**config.mk**
```make
export PLATFORM = sky130hd
export DESIGN_NAME = wb_copy_master
export DESIGN_NICKNAME = d
export VERILOG_FILES = /design/src/rtl/wb_copy_pkg.sv /design/src/rtl/wb_copy_timeout.sv /design/src/rtl/wb_copy_master.sv
export SDC_FILE = /design/constraint.sdc
export NUM_CORES = 1
export LEC_CHECK = 0
export BUFFER_PORTS_ARGS = -buffer_cell sky130_fd_sc_hd__buf_2
export CAP_MARGIN = 5
export CORE_AREA = 8 8 132 159
export DETAILED_ROUTE_END_ITERATION = 10
export DIE_AREA = 0 0 140 167
export PLACE_DENSITY = 0.89
export SLEW_MARGIN = 15
export SYNTH_ARGS = -nofsm -noshare
export SYNTH_HDL_FRONTEND = slang
export SYNTH_HIERARCHICAL = 1
export SYNTH_SLANG_ARGS = --single-unit
```
**constraint.sdc**
```tcl
create_clock -name wb_clk_i -period 2.85 [get_ports wb_clk_i]
set_clock_uncertainty 0.2 [all_clocks]
set_input_delay 0.57 -clock wb_clk_i [delete_from_list [all_inputs] [get_ports wb_clk_i]]
set_output_delay 0.57 -clock wb_clk_i [all_outputs]
set_load 0.02 [all_outputs]
```
**src/rtl/wb_copy_pkg.sv**
```systemverilog
// Shared types and constants for the Wishbone block-copy initiator.
// State encoding, bus constants and the default watchdog limit live here.
// Imported by wb_copy_master and wb_copy_timeout.
package wb_copy_pkg;

    typedef enum logic [2:0] {
        ST_IDLE  = 3'd0,
        ST_READ  = 3'd1,
        ST_RGAP  = 3'd2,
        ST_WRITE = 3'd3,
        ST_WGAP  = 3'd4
    } state_t;

    localparam logic [3:0]  WB_SEL_ALL      = 4'hF;
    localparam logic [31:0] WORD_STRIDE     = 32'd4;
    localparam int          DEFAULT_TIMEOUT = 1023;

    // Force a byte address onto a word boundary.
    function automatic logic [31:0] word_align(input logic [31:0] addr);
        return addr & ~32'h3;
    endfunction

endpackage

```
**src/rtl/wb_copy_timeout.sv**
```systemverilog
// Purpose: watchdog counting cycles a strobe waits without an ack.
// Latency: count is registered; expired is a decode of the count and the current ack.
// Backpressure: none; saturates at TIMEOUT until cleared.
module wb_copy_timeout
    import wb_copy_pkg::*;
#(
    parameter int TIMEOUT = DEFAULT_TIMEOUT
) (
    input  logic clk,
    input  logic rst,
    input  logic clear,
    input  logic enable,
    input  logic ack,
    output logic expired
);

    localparam int CW = $clog2(TIMEOUT + 1);
    localparam logic [CW-1:0] LIMIT = CW'(TIMEOUT);

    logic [CW-1:0] cnt;

    // Count stalled strobe cycles; restart whenever the master leaves a bus phase.
    always_ff @(posedge clk) begin
        if (rst || clear) begin
            cnt <= '0;
        end else if (enable && !ack && (cnt != LIMIT)) begin
            cnt <= cnt + 1'b1;
        end
    end

    // An ack arriving in the same cycle the limit is hit wins over the abort.
    assign expired = enable && !ack && (cnt == LIMIT);

endmodule

```
**src/rtl/wb_copy_master.sv**
```systemverilog
// Purpose: Wishbone classic initiator copying LEN words src->dst, one read then one write each.
// Latency: stb rises the cycle after accept; 4 cycles/word with a zero-wait slave, done the cycle after last ack.
// Backpressure: cmd_ready_o only in IDLE; waits on ack (aborts with err_o when WB_COPY_TIMEOUT_EN is defined).
module wb_copy_master
    import wb_copy_pkg::*;
#(
    parameter int LEN_W   = 16,
    parameter int TIMEOUT = DEFAULT_TIMEOUT
) (
    input  logic             wb_clk_i,
    input  logic             wb_rst_i,
    input  logic             cmd_valid_i,
    output logic             cmd_ready_o,
    input  logic [31:0]      cmd_src_i,
    input  logic [31:0]      cmd_dst_i,
    input  logic [LEN_W-1:0] cmd_len_i,
    output logic             busy_o,
    output logic             done_o,
    output logic             err_o,
    output logic [LEN_W-1:0] xfer_cnt_o,
    output logic             wbm_cyc_o,
    output logic             wbm_stb_o,
    output logic             wbm_we_o,
    output logic [3:0]       wbm_sel_o,
    output logic [31:0]      wbm_adr_o,
    output logic [31:0]      wbm_dat_o,
    input  logic             wbm_ack_i,
    input  logic [31:0]      wbm_dat_i
);

    state_t            state;
    logic [31:0]       src;
    logic [31:0]       dst;
    logic [31:0]       data;
    logic [LEN_W-1:0]  remaining;
    logic              to_expired;

`ifdef WB_COPY_TIMEOUT_EN
    logic to_clear;

    // The watchdog only runs while a strobe is out; gaps and IDLE hold it at zero.
    assign to_clear = !((state == ST_READ) || (state == ST_WRITE));

    wb_copy_timeout #(
        .TIMEOUT (TIMEOUT)
    ) u_timeout (
        .clk     (wb_clk_i),
        .rst     (wb_rst_i),
        .clear   (to_clear),
        .enable  (!to_clear),
        .ack     (wbm_ack_i),
        .expired (to_expired)
    );
`else
    // No watchdog: the bus waits forever for ack and err_o can never fire.
    // TIMEOUT is referenced only so both builds share one parameter list.
    assign to_expired = 1'b0 & (TIMEOUT != 0);
`endif

    // Copy sequencer: every output is a register updated on state transitions.
    always_ff @(posedge wb_clk_i) begin
        if (wb_rst_i) begin
            state       <= ST_IDLE;
            src         <= '0;
            dst         <= '0;
            data        <= '0;
            remaining   <= '0;
            xfer_cnt_o  <= '0;
            cmd_ready_o <= 1'b1;
            busy_o      <= 1'b0;
            done_o      <= 1'b0;
            err_o       <= 1'b0;
            wbm_cyc_o   <= 1'b0;
            wbm_stb_o   <= 1'b0;
            wbm_we_o    <= 1'b0;
            wbm_sel_o   <= '0;
            wbm_adr_o   <= '0;
            wbm_dat_o   <= '0;
        end else begin
            done_o <= 1'b0;
            err_o  <= 1'b0;

            case (state)
                ST_IDLE: begin
                    if (cmd_valid_i && cmd_ready_o) begin
                        src        <= word_align(cmd_src_i);
                        dst        <= word_align(cmd_dst_i);
                        remaining  <= cmd_len_i;
                        xfer_cnt_o <= '0;
                        if (cmd_len_i == '0) begin
                            // Empty copy: report completion without touching the bus.
                            done_o <= 1'b1;
                        end else begin
                            state       <= ST_READ;
                            cmd_ready_o <= 1'b0;
                            busy_o      <= 1'b1;
                            wbm_cyc_o   <= 1'b1;
                            wbm_stb_o   <= 1'b1;
                            wbm_we_o    <= 1'b0;
                            wbm_sel_o   <= WB_SEL_ALL;
                            wbm_adr_o   <= word_align(cmd_src_i);
                        end
                    end
                end

                ST_READ: begin
                    if (wbm_ack_i) begin
                        data      <= wbm_dat_i;
                        state     <= ST_RGAP;
                        wbm_cyc_o <= 1'b0;
                        wbm_stb_o <= 1'b0;
                        wbm_sel_o <= '0;
                    end else if (to_expired) begin
                        state       <= ST_IDLE;
                        err_o       <= 1'b1;
                        cmd_ready_o <= 1'b1;
                        busy_o      <= 1'b0;
                        wbm_cyc_o   <= 1'b0;
                        wbm_stb_o   <= 1'b0;
                        wbm_sel_o   <= '0;
                    end
                end

                ST_RGAP: begin
                    state     <= ST_WRITE;
                    wbm_cyc_o <= 1'b1;
                    wbm_stb_o <= 1'b1;
                    wbm_we_o  <= 1'b1;
                    wbm_sel_o <= WB_SEL_ALL;
                    wbm_adr_o <= dst;
                    wbm_dat_o <= data;
                end

                ST_WRITE: begin
                    if (wbm_ack_i) begin
                        src        <= src + WORD_STRIDE;
                        dst        <= dst + WORD_STRIDE;
                        remaining  <= remaining - 1'b1;
                        xfer_cnt_o <= xfer_cnt_o + 1'b1;
                        wbm_cyc_o  <= 1'b0;
                        wbm_stb_o  <= 1'b0;
                        wbm_we_o   <= 1'b0;
                        wbm_sel_o  <= '0;
                        if (remaining == LEN_W'(1)) begin
                            state       <= ST_IDLE;
                            done_o      <= 1'b1;
                            cmd_ready_o <= 1'b1;
                            busy_o      <= 1'b0;
                        end else begin
                            state <= ST_WGAP;
                        end
                    end else if (to_expired) begin
                        state       <= ST_IDLE;
                        err_o       <= 1'b1;
                        cmd_ready_o <= 1'b1;
                        busy_o      <= 1'b0;
                        wbm_cyc_o   <= 1'b0;
                        wbm_stb_o   <= 1'b0;
                        wbm_we_o    <= 1'b0;
                        wbm_sel_o   <= '0;
                    end
                end

                ST_WGAP: begin
                    // src already points at the next word after the write ack.
                    state     <= ST_READ;
                    wbm_cyc_o <= 1'b1;
                    wbm_stb_o <= 1'b1;
                    wbm_we_o  <= 1'b0;
                    wbm_sel_o <= WB_SEL_ALL;
                    wbm_adr_o <= src;
                end

                default: begin
                    state       <= ST_IDLE;
                    cmd_ready_o <= 1'b1;
                    busy_o      <= 1'b0;
                    wbm_cyc_o   <= 1'b0;
                    wbm_stb_o   <= 1'b0;
                    wbm_we_o    <= 1'b0;
                    wbm_sel_o   <= '0;
                end
            endcase
        end
    end

endmodule

```
==> key figures, run 1 <==
Logic synthesis
  • EDFF count, synth: 0
  • Post-synth top flop: dfxtp_1
  • Synth cell count leaders: dfxtp_1 (195), nand2_1 (187), a21oi_1 (165)
  • Netlist cell types: 67
  • Post-Syn Area: 0.0101 sq mm
  • Post-Synthesis Cells: 1344
  • Synth top area share: 0.386
  • Syn avg cell area: 7.53 sq um
  • Cell taking the most area after synthesis: dfxtp_1
  • Most common cell in the netlist: dfxtp_1
  • Synth Register Bits: 195
  • Yosys warns: 6
  • Syn_nets: 1465
  • Sequential-to-total area share from yosys stat: 0.386
  • Top cells by area, synth: dfxtp_1 (39%), a21oi_1 (8.2%), nand2_1 (6.9%), o21ai_0 (5.3%), clkbuf_1 (4.0%)
  • Asr flop ratio synth: 0

Global routing
  • Vias in the first global route: 10706
  • Number of antenna violations at the first check in global routing: 7
  • First-pass GRT wire length: 53.8 mm
  • Total track usage: 0.277
  • Pin count of the biggest net entering global routing: 79
  • Overflow left after global routing: 0

Clock tree
  • Clock tree sinks: 195
  • Post-CTS Setup Repair Bufs: 0
  • Clk buf depth: 2
  • Root Driver: clkbuf_16
  • Num CTS Buffers: 17
  • Clock slew at reported path FFs: 70 ps
  • H-tree depth: 4
  • CTS tree: yes
  • Clock insertion delay at the later pin of the skew report: 440 ps

Routing
  • Initial DRT Pass Iterations: 6
  • Routed Wire Length: 33.5 mm
  • Via-to-Cell Ratio: 6.51
  • Routed WL per cell: 19.4 microns
  • Post-DRT Antenna Nets: 0
  • DRC viols: 0
  • Initial DRC count: 1029
  • Via count: 11218

Place
  • Global placer's final weighted congestion: 0.952
  • Setup Slack @ Placement: 240 ps
  • Placed inst area: 0.0113 sq mm
  • Port Buffers: 201
  • Cells after DPL: 1687
  • Post-DP HPWL: 23.1 mm

Pwr
  • Power Density: 617 mW/mm^2
  • Clock power share: 0.338
  • Sequential Power Share: 0.436
  • Comb power frac: 0.226
  • Sw frac: 0.334
  • Switch Pwr: 2.46 mW
  • P_int: 4.90 mW
  • VDD IR max: 0.000418 V
  • Leak: 4.51 nW

Timing
  • Period minus WS final: 2580 ps
  • Hold slack: 156 ps
  • Worst-Margin Slew: 782 ps
  • Final worst slack: 272 ps
  • Final worst path period share: 0.905
  • Fin. Hold Viols: 0
  • Setup TNS: 0 ps
  • Final Setup Violations: 0
  • Max-slew violations: 0
  • RSZ-0062 raised after global routing: no
  • Max_slew headroom: 0.478
  • Fmax: 388 MHz

Layout
  • Fraction of layout cells with a size suffix above 1: 0.199
  • Fill cells: 1560
  • Area Overhead vs Synth: 17.9%
  • Post-route cell area: 0.0119 sq mm
  • Fin cells: 1724
  • Fin nets: 1599

Worst setup path
  • R2R Path Start: state[2]
  • R2R setup slack: 270 ps
  • R2R depth: 6
  • Crit path launch type: register
  • Worst setup path class: register to register
  • Start point of the critical path: state[2]
  • Worst EP required: 2960 ps
  • CP Capture Point: dst[27]
  • Worst R2R End: dst[27]
  • Crit path capture type: register
  • Critical path fanouts, max: 35
  • Critical Path AT: 2690 ps

Floorplanning
  • Site row count: 55
  • # IOs: 207
  • Initial Util: 0.549
  • Core area: 0.0184 sq mm
  • Height of the die: 167 microns
  • Chip width: 140 microns
  • Die area: 0.0234 sq mm

Run status
  • Status: complete, no violations

Job
  • Max Cap Viol: 0

Min path
  • HP Class: input pin to register
## registers in the layout, summed over array words and instances (netlist names)
register and count:
remaining 16, xfer_cnt_o 16, done_o 1, data 32, wbm_sel_o 1, dst 30
wbm_adr_o 31, src 30, state 3, busy_o 1, cmd_ready_o 1, wbm_we_o 1
wbm_dat_o 32
## critical path: stages, from the launching register on
cell and delay [ps]:
dfxtp_2 740, clkinv_1 470, o21a_2 380, buf_4 240, a21o_1 190, a22oi_1 150
a21oi_1 80
## per-stage QoR
stage / utilization / total power [mW]
3_3_place_gp: 0.612 / 4.82
3_5_place_dp: 0.612 / 4.88
4_1_cts: 0.646 / 7.33
5_1_grt: 0.647 / 7.64
2_1_floorplan: - / 4.30
6_report: 0.647 / 7.36
## placed cells by master (no fill, tap or decap), types with 27 or more instances in the layout
cell	count
nand2_1	187
nand4_1	27
a21oi_1	165
nor3_1	31
dfxtp_1	194
nand2b_1	37
o22ai_1	40
nand3_1	57
nor2_1	81
buf_2	200
o21ai_0	107
o221ai_1	31
buf_4	39
## what timing repair did
item                       CTS  global route
hold buffers                 0             0
gates resized for setup      0             1
setup endpoints to repair    0             1
## cell families (layout without fill, tap and decap cells)
| logic type | Yosys count | in the layout | share of synthesized area |
|---|---|---|---|
| compound gates | 461 | 461 | 0.279 |
| xor+xnor | 17 | 17 | 0.0147 |
| fa+ha+maj | 5 | 5 | 0.00618 |
| buf+inv | 144 | 291 | 0.0573 |
| flops | 195 | 195 | 0.386 |
| mux | 9 | 9 | 0.00891 |
| other cells | 1 | 6 | 0.000371 |
| simple gates | 512 | 512 | 0.248 |
## metal layers
| layer | share of wire | up-vias | GRT usage |
|---|---|---|---|
| li1 | - | 5202 | - |
| met1 | 0.39 | 5230 | 0.336 |
| met2 | 0.46 | 682 | 0.447 |
| met3 | 0.11 | 100 | 0.0695 |
| met4 | 0.035 | 4 | 0.140 |
| met5 | 0.00054 | - | 0 |
## how the worst min path moves through the flow
stage | startpoint | endpoint | slack (ps) | depth (start not counted)
floorplan | data[0] | wbm_dat_o[0] | 230 | 2
global placement | data[10] | wbm_dat_o[10] | 230 | 2
detailed placement | data[4] | wbm_dat_o[4] | 240 | 2
CTS | wbm_dat_i[11] | data[11] | 150 | 3
global route | wbm_dat_i[1] | data[1] | 160 | 3
finish | wbm_dat_i[16] | data[16] | 160 | 3
## cell type report
class / count / area [sq um] / share of cell area
inverter: 15 / 56.3 / 0.00472
timing repair buffer: 244 / 1390 / 0.117
tap: 228 / 285 / 0.0239
sequential: 195 / 3910 / 0.327
clock buffer: 18 / 439 / 0.0368
clock inverter: 14 / 176 / 0.0148
multi-input combinational: 1005 / 5660 / 0.474
antenna: 5 / 12.5 / 0.00105
## power groups by stage
| stage | Combinational [mW] | Clock [mW] | Sequential (mW) |
|---|---|---|---|
| CTS | 1.63 | 2.50 | 3.20 |
| global placement | 1.58 | 0 | 3.24 |
| floorplan | 1.03 | 0 | 3.27 |
| detailed placement | 1.62 | 0 | 3.26 |
| global route | 1.80 | 2.60 | 3.24 |
| finish | 1.66 | 2.49 | 3.21 |
(Power assumes the default switching activity.)
==> run 2: changes to the inputs <==
SETUP_SLACK_MARGIN = 0.5   (was not set)
==> key figures, run 2 (synthesis gave the netlist of run 1 again) <==
Worst setup path
  • Critical path fanouts, max: 5
  • Crit path capture type: register
  • Start point of the critical path: remaining[6]
  • Critical Path AT: 2450 ps
  • Worst setup path class: register to register
  • Worst EP required: 2980 ps
  • R2R setup slack: 530 ps
  • Crit path launch type: register
  • R2R Path Start: remaining[6]

Clock tree
  • Num CTS Buffers: 17
  • Clock insertion delay at the later pin of the skew report: 450 ps
  • Clk buf depth: 2
  • Clock slew at reported path FFs: 70 ps
  • Root Driver: clkbuf_16
  • Clock tree sinks: 195
  • H-tree depth: 4
  • CTS tree: yes

Routing
  • Post-DRT Antenna Nets: 0
  • Initial DRT Pass Iterations: 8
  • Routed WL per cell: 19.4 microns
  • Via-to-Cell Ratio: 6.52
  • Via count: 11274
  • Initial DRC count: 1026
  • Routed Wire Length: 33.6 mm
  • DRC viols: 0

Job
  • Max Cap Viol: 0

Pwr
  • Tot Pwr: 7.40 mW
  • VDD IR max: 0.000418 V
  • Power Density: 616 mW/mm^2
  • Leak: 4.54 nW

Min path
  • Worst hold path startpoint: wbm_dat_i[16]
  • HP Class: input pin to register

Timing
  • Setup TNS: 0 ps
  • RSZ-0062 raised after global routing: yes
  • Max-slew violations: 0
  • Final worst path period share: 0.816
  • Fmax: 430 MHz
  • Worst-Margin Slew: 649 ps
  • Final Setup Violations: 0
  • Fin. Hold Viols: 0
  • Period minus WS final: 2320 ps
  • Max_slew headroom: 0.566
  • Hold slack: 151 ps

Global routing
  • Pin count of the biggest net entering global routing: 79
  • Overflow left after global routing: 0
  • Number of antenna violations at the first check in global routing: 7
  • Total track usage: 0.277
  • First-pass GRT wire length: 53.9 mm
  • Vias in the first global route: 10724

Layout
  • Fill cells: 1538
  • Fin nets: 1603
  • Most frequent cells in the layout: buf_2 (200), dfxtp_1 (190), nand2_1 (187)
  • Register Area: 0.00391 sq mm
  • Fin cells: 1728
  • Biggest regs: data: 32 flops, wbm_dat_o: 32 flops, wbm_adr_o: 31 flops
  • Leading cell type in the layout, fill and taps excluded: buf_2
  • Area occupied by multi-input gates: 0.00572 sq mm
  • Area Overhead vs Synth: 18.9%
  • Fraction of layout cells with a size suffix above 1: 0.209

Place
  • Global placer's final weighted congestion: 0.952
  • Cells after DPL: 1687
  • Port Buffers: 201
  • Post-DP HPWL: 23.1 mm

Floorplanning
  • Site row count: 55
  • # IOs: 207
  • Chip width: 140 microns
  • Height of the die: 167 microns
  • Core area: 0.0184 sq mm
  • Initial Util: 0.549
  • Die area: 0.0234 sq mm

Run status
  • Status: complete, no violations
run 2: through the flow:
stage / util / cell area [sq um] / worst slack, ps
2_1_floorplan: - / 10100 / 545
3_3_place_gp: 0.612 / 11300 / 246
3_5_place_dp: 0.612 / 11300 / 240
4_1_cts: 0.647 / 11900 / 502
5_1_grt: 0.652 / 12000 / 476
6_report: 0.652 / 12000 / 525
run 2: what timing repair did:
action | CTS | global route
setup endpoints to repair | 49 | 63
pin swaps | 2 | 3
gates resized for setup | 4 | 15
hold buffers | 0 | 0
buffers inserted | 2 | 2
hold endpoints to repair | 0 | 0
run 2: path summary, 6_finish.rpt:
path,end,cells past startpoint
worst max-delay path,remaining[15],5
worst min-delay path,data[16],3
worst max register to register,remaining[15],5
worst min register to register,wbm_dat_o[4],2
run 2: power by group:
group          internal [mW]  total [mW]  leakage, nW  switching [mW]
Clock                   1.34        2.49        0.289            1.14
Combinational          0.630        1.70         2.66            1.07
Sequential              2.96        3.21         1.59           0.254
run 2: area by class of cell:
class                   count  area share
multi-input cells        1005       0.475
clock buffers              18      0.0365
flip-flops and latches    195       0.325
well taps                 228      0.0237
clock inverters            14      0.0147
diodes                      5     0.00104
inverters                  15     0.00479
repair buffers            248       0.118
run 2: worst max-delay path: stages, from the launching register on:
cell and delay (ps):
dfxtp_2 350, or4_4 570, or4_4 450, or4_4 500
o21ai_2 60, a211oi_1 80
run 2: per-layer routing:
metal  global-route usage  vias up  part of all wire
met2                0.448      714              0.47
met4                0.140        4             0.031
met1                0.336     5261              0.39
met3               0.0698       91              0.11
li1                     -     5204                 -
met5                    0        -           0.00054
==> run 3: changes to the inputs <==
clock period = 2.15 ns   (was 2.85 ns; I/O delays follow)
==> key figures, run 3 <==
Logic synthesis
  • Netlist cell types: 67
  • Post-synth top flop: dfxtp_1
  • Synth top area share: 0.386
  • Asr flop ratio synth: 0
  • Yosys warns: 6
  • Post-Synthesis Cells: 1344
  • Syn_nets: 1465
  • Post-Syn Area: 0.0101 sq mm
  • Most common cell in the netlist: dfxtp_1
  • Synth Register Bits: 195
  • EDFF count, synth: 0
  • Syn avg cell area: 7.53 sq um
  • Top cells by area, synth: dfxtp_1 (39%), a21oi_1 (8.2%), nand2_1 (6.9%), o21ai_0 (5.3%), clkbuf_1 (4.0%)
  • Sequential-to-total area share from yosys stat: 0.386
  • Cell taking the most area after synthesis: dfxtp_1
  • Synth cell count leaders: dfxtp_1 (195), nand2_1 (187), a21oi_1 (165)

Clock tree
  • Root Driver: clkbuf_16
  • Num CTS Buffers: 17
  • Clk buf depth: 2
  • H-tree depth: 4
  • Clock tree sinks: 195

Global routing
  • Overflow left after global routing: 3
  • Total track usage: 0.666
  • Number of antenna violations at the first check in global routing: 7
  • Pin count of the biggest net entering global routing: 65

Floorplanning
  • Chip width: 140 microns
  • Initial Util: 0.549
  • # IOs: 207
  • Site row count: 55
  • Height of the die: 167 microns

Run status
  • Status: stopped before the end
  • Error: [ERROR GRT-0232] Routing congestion too high. Check the congestion heatmap in the GUI.
  • Stopped at: global routing

Place
  • Placed inst area: 0.0126 sq mm
  • Global placer's final weighted congestion: 0.945
  • Post-DP HPWL: 24.3 mm
  • Setup Slack @ Placement: -90.7 ps
  • Port Buffers: 201

Timing
  • Worst endpoint, post-GRT repair: remaining[15]$_SDFFE_PP0P_/D
  • Worst ep type: register input
-- run 3: cell counts after synthesis --
No cell type changed its count.
-- run 3: cell families after synthesis --
logic type                 after synthesis  synth area share
AOI/OAI and AO/OA                      461             0.279
DFF                                    195             0.386
other                                    1          0.000371
muxes                                    9           0.00891
xor gates and xnor gates                17            0.0147
buffers and inverters                  144            0.0573
and+or+nand+nor                        512             0.248
adders and majority gates                5           0.00618
-- run 3: what timing repair did --
action | CTS
resized for setup | 195
endpoints found under the setup margin | 209
cloned | 25
pin swaps | 100
setup buffers | 75
hold buffers | 0
-- run 3: through the flow --
stage | TNS [ps] | cells | hold slack, ps
after CTS | -150 | 1872 | 19.7
after detailed placement | -352 | 1740 | 245
after global placement | -160 | 1739 | 236
after floorplan | -82.4 | 1344 | 232
-- run 3: layer usage --
metal,overflow,track usage
met5,0,0.182
met3,0,0.523
met4,3,0.669
met2,0,0.841
met1,0,0.648
==> run 4: changes to the inputs <==
CORE_AREA = 8 8 169 171   (was 8 8 132 159)
DIE_AREA = 0 0 177 179   (was 0 0 140 167)
PLACE_DENSITY = not set   (was 0.89)
PLACE_DENSITY_LB_ADDON = 0.15   (was not set)
SETUP_SLACK_MARGIN = not set   (was 0.5)
==> key figures, run 4 (synthesis gave the netlist of run 1 again) <==
Layout
  • Register Area: 0.00391 sq mm
  • Util after Layout: 0.522
  • Fill cells: 2516
  • Fin nets: 1738
  • Fraction of layout cells with a size suffix above 1: 0.272
  • Leading cell type in the layout, fill and taps excluded: buf_2
  • Biggest regs: data: 32 flops, wbm_dat_o: 32 flops, wbm_adr_o: 31 flops
  • Most frequent cells in the layout: buf_2 (200), dfxtp_1 (191), nand2_1 (186)
  • Area Overhead vs Synth: 32.9%
  • Area occupied by multi-input gates: 0.00576 sq mm

Place
  • Global placer's final weighted congestion: 0.900
  • Setup Slack @ Placement: -179 ps
  • Port Buffers: 201
  • Post-DP HPWL: 26.2 mm

Global routing
  • GR Util met3: 0.0381
  • Pin count of the biggest net entering global routing: 49
  • M2 GR Usage: 0.373
  • First-pass GRT wire length: 57.4 mm
  • Number of antenna violations at the first check in global routing: 1
  • Overflow left after global routing: 0
  • Global Route met1 Usage: 0.296
  • GRT Max-Usage Layer: met2
  • Total track usage: 0.224
  • Vias in the first global route: 10433

Worst setup path
  • CP max-delay cell: or4_4
  • CP Cell Sequence: or4_4 -> or4_4 -> or4_4 -> o21ai_2 -> a211oi_1
  • Crit path launch type: register
  • Worst setup path class: register to register
  • Worst EP required: 2270 ps
  • Critical Path AT: 2370 ps
  • Crit path capture type: register
  • Critical path fanouts, max: 3
  • Max incr delay on CP: 540 ps
  • CP most frequent cell: or4_4

Job
  • Max Cap Viol: 0

Timing
  • Final worst slack: -101 ps
  • Max_slew headroom: 0.650
  • Fmax: 444 MHz
  • Fin. Hold Viols: 0
  • Hold slack: 13.4 ps
  • Final worst path period share: 1.05
  • Final Setup Violations: 2
  • Setup TNS: -165 ps
  • Max-slew violations: 0
  • Worst-Margin Slew: 518 ps
  • RSZ-0062 raised after global routing: yes
  • Period minus WS final: 2250 ps

Routing
  • Via-to-Cell Ratio: 5.69
  • DRC viols: 0
  • Via count: 11190
  • Initial DRC count: 895
  • Initial DRT Pass Iterations: 5
  • Post-DRT Antenna Nets: 0
  • Routed Wire Length: 36.6 mm
  • Routed WL per cell: 18.6 microns

Floorplanning
  • Height of the die: 179 microns
  • Site row count: 59
  • Die area: 0.0317 sq mm
  • # IOs: 207
  • Initial Util: 0.393
  • Chip width: 177 microns
  • Core area: 0.0258 sq mm

Clock tree
  • Clock tree sinks: 195
  • H-tree depth: 4
  • Clock insertion delay at the later pin of the skew report: 450 ps
  • Clock slew at reported path FFs: 90 ps
  • CTS tree: yes
  • Clk buf depth: 2
  • Num CTS Buffers: 17
  • Root Driver: clkbuf_16

Pwr
  • Power Density: 787 mW/mm^2
  • VDD IR max: 0.000462 V
  • Leak: 5.30 nW

Run status
  • Status: finished, violations left
  • Failing checks: setup timing

Min path
  • HP Class: input pin to register
[run 4: worst max-delay path: cells and delay by family, from the launching register on]
family          cells  cell delay [ps]
simple gates        3             1470
flops               1              320
compound gates      2              140
[run 4: final timing paths]
| check | endpoint | slack, ps | from | cells after the start |
|---|---|---|---|---|
| max | remaining[15] | -100 | remaining[7] | 5 |
| min | data[19] | 10 | wbm_dat_i[19] | 3 |
| max reg2reg | remaining[15] | -100 | remaining[7] | 5 |
| min reg2reg | wbm_dat_o[4] | 250 | data[4] | 2 |
[run 4: routing by layer]
metal	up-vias	share of wire
li1	5483	-
met1	5332	0.45
met2	343	0.47
met3	32	0.060
met4	0	0.015
met5	-	0
[run 4: through the flow]
stage	power [mW]	instances	instance area (sq um)
after floorplan	5.71	1344	10100
after global placement	6.96	1923	12600
after detailed placement	6.99	1923	12600
after CTS	10.6	1963	13300
after global routing	11.1	1966	13400
final	10.6	1967	13400
[run 4: what timing repair did]
item / CTS / global route
resized for setup: 7 / 14
gates cloned: 0 / 0
endpoints found under the setup margin: 4 / 42
pin swaps: 4 / 9
endpoints found under the hold margin: 7 / 0
hold buffers: 7 / 0
buffers inserted: 1 / 2
[run 4: where the power goes]
| group | switching (mW) | total [mW] | internal (mW) |
|---|---|---|---|
| clock | 1.88 | 3.56 | 1.68 |
| combinational | 1.65 | 2.87 | 1.21 |
| sequential | 0.227 | 4.15 | 3.92 |
[run 4: area by class of cell]
cell class                      instances  share of cell area
Timing Repair Buffer                  383               0.195
Multi-Input combinational cell       1005               0.428
Clock inverter                         15              0.0183
Clock buffer                           17              0.0317
Sequential cell                       195               0.291
Antenna cell                            2            0.000372
Tap cell                              335              0.0312
Inverter                               15             0.00419
